## src/rtl/vga_timing_pkg.sv

```systemverilog
// Shared 640x480@60 timing constants, counter width and receiver FSM
// state encoding for the VGA sync receiver and its helpers.
package vga_timing_pkg;

   // Width of the regenerated column/row counters.
   localparam int CNT_W = 10;

   // Horizontal timing, in pixel clocks.
   localparam int VGA_TOTAL_COLS    = 800;
   localparam int VGA_ACTIVE_COLS   = 640;
   localparam int VGA_H_FRONT_PORCH = 16;
   localparam int VGA_H_SYNC_WIDTH  = 96;
   localparam int VGA_H_BACK_PORCH  = 48;

   // Vertical timing, in lines.
   localparam int VGA_TOTAL_ROWS    = 525;
   localparam int VGA_ACTIVE_ROWS   = 480;
   localparam int VGA_V_FRONT_PORCH = 10;
   localparam int VGA_V_SYNC_WIDTH  = 2;
   localparam int VGA_V_BACK_PORCH  = 33;

   // Lock acquisition and loss thresholds.
   localparam int VGA_LOCK_LINES    = 4;
   localparam int VGA_MAX_ERRORS    = 3;

   // Receiver lock state machine.
   typedef enum logic [1:0] {
      UNLOCKED = 2'd0,
      H_TRAIN  = 2'd1,
      V_WAIT   = 2'd2,
      LOCKED   = 2'd3
   } rx_state_t;

endpackage

```

## src/rtl/sync_edge_detector.sv

```systemverilog
// Turns one raw sync input into a single-cycle pulse on its assertion.
// Optional two-flop input synchronizer under SYNC_INPUT_SYNCHRONIZER_EN
// (adds 2 cycles, for sync sources asynchronous to clock); polarity is
// normalised to active-high before the registered rising-edge detect.
module sync_edge_detector #(
   parameter bit ACTIVE_LOW = 1'b1
) (
   input  logic clock,
   input  logic reset_n,
   input  logic sync_in,
   output logic edge_pulse
);

   // Inactive level of the raw input, so reset never fakes an assertion.
   localparam logic IDLE_LEVEL = ACTIVE_LOW;

   logic sync_raw;
   logic sync_norm;
   logic sync_prev;

`ifdef SYNC_INPUT_SYNCHRONIZER_EN
   logic [1:0] sync_ff;

   // Two-flop synchronizer for an asynchronous sync source.
   always_ff @(posedge clock or negedge reset_n) begin
      if (!reset_n) begin
         sync_ff <= {2{IDLE_LEVEL}};
      end else begin
         sync_ff <= {sync_ff[0], sync_in};
      end
   end

   assign sync_raw = sync_ff[1];
`else
   assign sync_raw = sync_in;
`endif

   assign sync_norm = ACTIVE_LOW ? ~sync_raw : sync_raw;

   // Registered 0->1 detect of the normalised sync.
   // NOTE: sequential state uses non-blocking assignments so every flop
   // samples the pre-edge value of the others, independent of statement order.
   always_ff @(posedge clock or negedge reset_n) begin
      if (!reset_n) begin
         sync_prev  <= 1'b0;
         edge_pulse <= 1'b0;
      end else begin
         sync_prev  <= sync_norm;
         edge_pulse <= sync_norm & ~sync_prev;
      end
   end

endmodule

```

## src/rtl/vga_sync_receiver.sv

```systemverilog
// Sink-side VGA timing receiver: locks onto an Hsync/Vsync pair, regenerates
// column/row counters and active video, and flags/counts bad lines.
// Build option: SYNC_INPUT_SYNCHRONIZER_EN adds a two-flop synchronizer on
// each sync input (counters then lag raw sync by 2 extra cycles).
module vga_sync_receiver
   import vga_timing_pkg::*;
#(
   parameter int TOTAL_COLS      = VGA_TOTAL_COLS,
   parameter int TOTAL_ROWS      = VGA_TOTAL_ROWS,
   parameter int ACTIVE_COLS     = VGA_ACTIVE_COLS,
   parameter int ACTIVE_ROWS     = VGA_ACTIVE_ROWS,
   parameter int H_FRONT_PORCH   = VGA_H_FRONT_PORCH,
   parameter int V_FRONT_PORCH   = VGA_V_FRONT_PORCH,
   parameter int LOCK_LINES      = VGA_LOCK_LINES,
   parameter int MAX_ERRORS      = VGA_MAX_ERRORS,
   parameter bit SYNC_ACTIVE_LOW = 1'b1
) (
   input  logic             clock,
   input  logic             reset_n,
   input  logic             in_Hsync,
   input  logic             in_Vsync,
   output logic [CNT_W-1:0] column_count,
   output logic [CNT_W-1:0] row_count,
   output logic             active_video,
   output logic             frame_start,
   output logic             locked,
   output logic             sync_error,
   output logic [7:0]       error_count
);

   localparam int LEN_W  = $clog2(TOTAL_COLS + 2);
   localparam int GOOD_W = $clog2(LOCK_LINES + 1);
   localparam int ERRS_W = $clog2(MAX_ERRORS + 1);

   localparam logic [CNT_W-1:0]  COL_LAST    = CNT_W'(TOTAL_COLS - 1);
   localparam logic [CNT_W-1:0]  ROW_LAST    = CNT_W'(TOTAL_ROWS - 1);
   localparam logic [CNT_W-1:0]  COL_LOAD    = CNT_W'(ACTIVE_COLS + H_FRONT_PORCH);
   localparam logic [CNT_W-1:0]  ROW_LOAD    = CNT_W'(ACTIVE_ROWS + V_FRONT_PORCH);
   localparam logic [CNT_W-1:0]  ROW_PRE_VS  = CNT_W'(ACTIVE_ROWS + V_FRONT_PORCH - 1);
   localparam logic [CNT_W-1:0]  COL_ACTIVE  = CNT_W'(ACTIVE_COLS);
   localparam logic [CNT_W-1:0]  ROW_ACTIVE  = CNT_W'(ACTIVE_ROWS);
   localparam logic [LEN_W-1:0]  LEN_ONE     = LEN_W'(1);
   localparam logic [LEN_W-1:0]  LEN_GOOD    = LEN_W'(TOTAL_COLS);
   localparam logic [LEN_W-1:0]  LEN_TIMEOUT = LEN_W'(TOTAL_COLS + 1);
   localparam logic [GOOD_W-1:0] GOOD_TARGET = GOOD_W'(LOCK_LINES);
   localparam logic [ERRS_W-1:0] ERRS_LIMIT  = ERRS_W'(MAX_ERRORS);

   logic              h_edge;
   logic              v_edge;
   logic [CNT_W-1:0]  col_next;
   logic [CNT_W-1:0]  row_next;
   logic [LEN_W-1:0]  line_len;
   logic [LEN_W-1:0]  line_len_next;
   logic              line_timeout;
   logic              line_good;
   logic              line_bad;
   logic              vs_misplaced;
   rx_state_t         state;
   rx_state_t         state_next;
   logic [GOOD_W-1:0] good_cnt;
   logic [GOOD_W-1:0] good_next;
   logic [GOOD_W-1:0] good_inc;
   logic [ERRS_W-1:0] errs;
   logic [ERRS_W-1:0] errs_next;
   logic [ERRS_W-1:0] errs_inc;
   logic              err_pulse;
   logic              lock_next;

   sync_edge_detector #(
      .ACTIVE_LOW (SYNC_ACTIVE_LOW)
   ) u_hsync_edge (
      .clock      (clock),
      .reset_n    (reset_n),
      .sync_in    (in_Hsync),
      .edge_pulse (h_edge)
   );

   sync_edge_detector #(
      .ACTIVE_LOW (SYNC_ACTIVE_LOW)
   ) u_vsync_edge (
      .clock      (clock),
      .reset_n    (reset_n),
      .sync_in    (in_Vsync),
      .edge_pulse (v_edge)
   );

   // Line qualification: the edge cycle is cycle 1 of the next line, so a
   // correct line shows exactly TOTAL_COLS here; a missing Hsync is declared
   // one cycle later and restarts the measurement as if an edge had arrived.
   assign line_timeout  = !h_edge && (line_len == LEN_TIMEOUT);
   assign line_good     = h_edge && (line_len == LEN_GOOD);
   assign vs_misplaced  = v_edge && (state == LOCKED) && (row_count != ROW_PRE_VS);
   assign line_bad      = (h_edge && (line_len != LEN_GOOD)) || line_timeout || vs_misplaced;
   assign line_len_next = (h_edge || line_timeout) ? LEN_ONE : line_len + 1'b1;
   assign good_inc      = good_cnt + 1'b1;
   assign errs_inc      = errs + 1'b1;

   // Next column/row: sync edges load the porch-end positions, else free-run.
   // NOTE: every always_comb output gets a default first, so no path can
   // leave it unassigned and infer a latch.
   always_comb begin
      col_next = column_count;
      row_next = row_count;
      if (h_edge) begin
         col_next = COL_LOAD;
      end else if (column_count == COL_LAST) begin
         col_next = '0;
         row_next = (row_count == ROW_LAST) ? '0 : row_count + 1'b1;
      end else begin
         col_next = column_count + 1'b1;
      end
      if (v_edge) begin
         row_next = ROW_LOAD;
      end
   end

   // Lock FSM next state: train on good lines, wait for Vsync, track errors.
   always_comb begin
      state_next = state;
      good_next  = good_cnt;
      errs_next  = errs;
      err_pulse  = 1'b0;
      case (state)
         UNLOCKED: begin
            if (h_edge) begin
               state_next = H_TRAIN;
               good_next  = '0;
               errs_next  = '0;
            end
         end
         H_TRAIN: begin
            if (line_bad) begin
               good_next = '0;
            end else if (line_good) begin
               good_next = good_inc;
               if (good_inc == GOOD_TARGET) begin
                  state_next = V_WAIT;
               end
            end
         end
         V_WAIT: begin
            if (line_bad) begin
               state_next = H_TRAIN;
               good_next  = '0;
            end else if (v_edge) begin
               state_next = LOCKED;
               errs_next  = '0;
            end
         end
         LOCKED: begin
            if (line_bad) begin
               err_pulse = 1'b1;
               errs_next = errs_inc;
               if (errs_inc == ERRS_LIMIT) begin
                  state_next = UNLOCKED;
                  errs_next  = '0;
               end
            end else if (line_good) begin
               errs_next = '0;
            end
         end
         default: begin
            state_next = UNLOCKED;
         end
      endcase
   end

   assign lock_next = (state_next == LOCKED);
   assign locked    = (state == LOCKED);

   // FSM state and training/error counters.
   always_ff @(posedge clock or negedge reset_n) begin
      if (!reset_n) begin
         state    <= UNLOCKED;
         good_cnt <= '0;
         errs     <= '0;
      end else begin
         state    <= state_next;
         good_cnt <= good_next;
         errs     <= errs_next;
      end
   end

   // Counters and registered outputs, qualifiers aligned with the counters.
   always_ff @(posedge clock or negedge reset_n) begin
      if (!reset_n) begin
         column_count <= '0;
         row_count    <= '0;
         line_len     <= '0;
         active_video <= 1'b0;
         frame_start  <= 1'b0;
         sync_error   <= 1'b0;
         error_count  <= '0;
      end else begin
         column_count <= col_next;
         row_count    <= row_next;
         line_len     <= line_len_next;
         active_video <= lock_next && (col_next < COL_ACTIVE) && (row_next < ROW_ACTIVE);
         frame_start  <= lock_next && (col_next == '0) && (row_next == '0);
         sync_error   <= err_pulse;
         if (err_pulse && (error_count != 8'hFF)) begin
            error_count <= error_count + 8'd1;
         end
      end
   end

endmodule

```

## config.mk

```make
export PLATFORM = sky130hd
export DESIGN_NAME = vga_sync_receiver
export DESIGN_NICKNAME = d
export VERILOG_FILES = /design/src/rtl/vga_timing_pkg.sv /design/src/rtl/sync_edge_detector.sv /design/src/rtl/vga_sync_receiver.sv
export SDC_FILE = /design/constraint.sdc
export NUM_CORES = 1
export LEC_CHECK = 0
export CAP_MARGIN = 25
export CORE_MARGIN = 5
export CORE_UTILIZATION = 50
export CTS_BUF_LIST = sky130_fd_sc_hd__clkbuf_8
export CTS_CLUSTER_SIZE = 25
export DETAILED_ROUTE_END_ITERATION = 6
export HOLD_SLACK_MARGIN = 0.06
export PLACE_DENSITY_LB_ADDON = 0.25
export SKIP_CTS_REPAIR_TIMING = 1
export SLEW_MARGIN = 20
export SYNTH_ARGS = -nofsm -noshare
export SYNTH_HDL_FRONTEND = slang
export SYNTH_SLANG_ARGS = --single-unit
export TNS_END_PERCENT = 10
```

## constraint.sdc

```tcl
create_clock -name clock -period 5.7 [get_ports clock]
set_clock_uncertainty 0.2 [all_clocks]
set_input_delay 1.425 -clock clock [delete_from_list [all_inputs] [get_ports clock]]
set_output_delay 1.425 -clock clock [all_outputs]
set_load 0.03 [all_outputs]
```

==> flow_summary.json <==
{
  "status": "complete, no violations",
  "die_h_microns": 86.2,
  "rsz0062_at_grt": "false",
  "place.detailed.hpwl_mm": 4.39,
  "syn_area_sq_mm": 0.00291,
  "finalCriticalPeriod_ps": 3340,
  "layout_commonest_cell": "dfrtp_1",
  "fmax_mhz": 300,
  "drtIter0Drc": 151,
  "grt_overflow": 0,
  "start_util_pct": 52.1,
  "tns_ps": 0,
  "tightest_slew_ps": 708,
  "ios": 36,
  "end_kind": "output port",
  "grt_start_max_net_pins": 53,
  "timing.final.crit_share_pct": 58.6,
  "htree_levels": 2,
  "n_fill_cell": 497,
  "synth-edff-count": 0,
  "area_growth_pct": 17.1,
  "final_hold_viol_count": 0,
  "drc": 0,
  "critPathLaunchType": "flop",
  "place_congestion": 0.821,
  "via_per_inst": 5.73,
  "syn_inst": 304,
  "cts.sinks": 52,
  "ys_ff_latch": 52,
  "min_path_type": "reg2reg",
  "arrival_ps": 1710,
  "dieArea_sq_mm": 0.00743,
  "wirelength_mm": 6.15,
  "worstPathMaxFanout": 10,
  "synth_area_per_cell_sq_um": 9.56,
  "vias": 2339,
  "clk_pin_slew_worst_paths_ps": 100,
  "wire_per_inst_microns": 15.1,
  "drt_first_pass_iters": 4,
  "p_per_area_mw_per_mm2": 248,
  "clk_path_buf_depth": 2,
  "coreArea_sq_mm": 0.00557,
  "cts_buffers": 5,
  "slew_headroom_pct": 52.2,
  "maxCapViolations": 0,
  "required_ps": 4070,
  "syn_nets": 318,
  "insertion_delay_ps": 300,
  "nNetsFinal": 349,
  "critPathKind": "reg2out",
  "grt_pass1_vias": 2162,
  "final_cell_mix": "52 x dfrtp_1, 34 x clkdlybuf4s50_1, 31 x nor2_1, 24 x nand3_1, 18 x nand2_1",
  "ir_drop_uv": 130,
  "final_cell_count_no_fill": 408,
  "ant_nets": 0,
  "async_flop_share_pct": 100,
  "hold_slack_ps": 201,
  "setup_viol": 0,
  "num_antenna_cells": 0,
  "portBuffers": 35,
  "fin_util_pct": 61.1,
  "ys_warn_count": 0,
  "yosysUniqueCellTypes": 59,
  "grt_pass1_wl_mm": 10.4,
  "grt_usage_pct": 17.4,
  "dp_cells": 400,
  "root_buffer": "clkbuf_8",
  "antenna_found_initial": 0,
  "final_max_slew_viol_count": 0,
  "yosysSeqAreaShare_pct": 44.8,
  "tritoncts": "done",
  "final_layout_size_suffix_gt1_share_pct": 7.44,
  "ys.flop_type": "dfrtp_1",
  "die_w_microns": 86.2,
  "p_leak_nw": 1.43,
  "fp-row-count": 27
}
-- final cells by class --
class / instances / area, sq um / area share (%)
clock buffers: 5 / 68.8 / 2.02
clock inverters: 3 / 42.5 / 1.25
inverters: 14 / 52.6 / 1.54
multi-input cells: 226 / 1500 / 43.9
flip-flops and latches: 52 / 1300 / 38.2
well taps: 72 / 90.1 / 2.65
repair buffers: 36 / 353 / 10.4
-- critical path, stage by stage (launching register included) --
cell and delay [ps]:
dfrtp_1 500, nand2_1 170, inv_1 80, clkdlybuf4s50_1 670
-- path summary, 6_finish.rpt --
path,from,to,slack [ps],cells past startpoint
worst max register to register,column_count[1],frame_start,2670,7
worst min register to register,u_vsync_edge.sync_prev,u_vsync_edge.edge_pulse,200,1
max in group asynchronous,reset_n,line_len[1],3840,2
worst min-delay path,u_vsync_edge.sync_prev,u_vsync_edge.edge_pulse,200,1
min in group asynchronous,reset_n,row_count[5],1030,2
worst max-delay path,state[0],locked,2360,3
-- stage by stage --
step	worst slack, ps	instance area, sq um	total power [mW]
floorplan	2780	2910	0.547
global placement	2720	3290	0.591
detailed placement	2710	3290	0.597
finish	2360	3400	0.843
CTS	2350	3400	0.855
global route	2270	3400	0.896
-- cell usage after synthesis, drive strengths merged (2+ instances only) --
| master | instances | area share (%) |
|---|---|---|
| a31oi | 4 | 0.86 |
| and2 | 2 | 0.43 |
| inv | 14 | 1.8 |
| o21ai | 14 | 2.4 |
| and3 | 2 | 0.43 |
| a221o | 2 | 0.69 |
| nand4 | 12 | 2.6 |
| a22oi | 2 | 0.69 |
| or2 | 3 | 0.65 |
| clkbuf | 6 | 0.78 |
| o31ai | 2 | 0.52 |
| o21a | 5 | 1.3 |
| a41o | 2 | 0.69 |
| xor2 | 14 | 4.2 |
| xnor2 | 8 | 2.4 |
| buf | 6 | 1.2 |
| nor2 | 31 | 4.0 |
| a22o | 2 | 0.60 |
| or3 | 6 | 1.3 |
| dfrtp | 52 | 45 |
| nand2b | 5 | 1.1 |
| nor3 | 13 | 2.6 |
| nand3 | 24 | 4.1 |
| or3b | 2 | 0.69 |
| ha | 10 | 4.3 |
| nor2b | 4 | 0.86 |
| nor3b | 6 | 1.6 |
| nor4 | 3 | 0.86 |
| a211oi | 2 | 0.52 |
| or4 | 5 | 1.6 |
| nand2 | 18 | 2.3 |
| o41ai | 3 | 0.90 |
| a21oi | 2 | 0.34 |
| or4b | 3 | 1.2 |
-- sequential cells by signal, summed over array words and instances (netlist names) --
register,flops
errs,2
column_count,10
line_len,10
u_hsync_edge.edge_pulse,1
error_count,8
u_hsync_edge.sync_prev,1
u_vsync_edge.sync_prev,1
sync_error,1
good_cnt,3
state,2
u_vsync_edge.edge_pulse,1
frame_start,1
row_count,10
active_video,1
-- report_power, final --
part	switching (mW)	internal [mW]
clock	0.124	0.130
combinational	0.0767	0.0636
sequential	0.0513	0.398
total	0.252	0.592
-- per-layer routing --
layer	routed length, microns	global-route usage [%]	up-vias
li1	-	-	1162
met5	0	0	-
met4	57	4.11	0
met1	2820	23.9	1129
met2	3020	28.5	42
met3	250	3.23	6
-- logic make-up (layout without fill, tap and decap cells) --
group / after synthesis / count (layout) / synth area share, %
compound gates: 47 / 47 / 11.5
fa+ha+maj: 10 / 10 / 4.31
buf+inv: 26 / 58 / 3.75
flops: 52 / 52 / 44.8
xor+xnor: 22 / 22 / 6.63
mux: 1 / 1 / 0.388
simple gates: 146 / 146 / 28.6
Note: power is estimated with default switching activity, not from simulation.
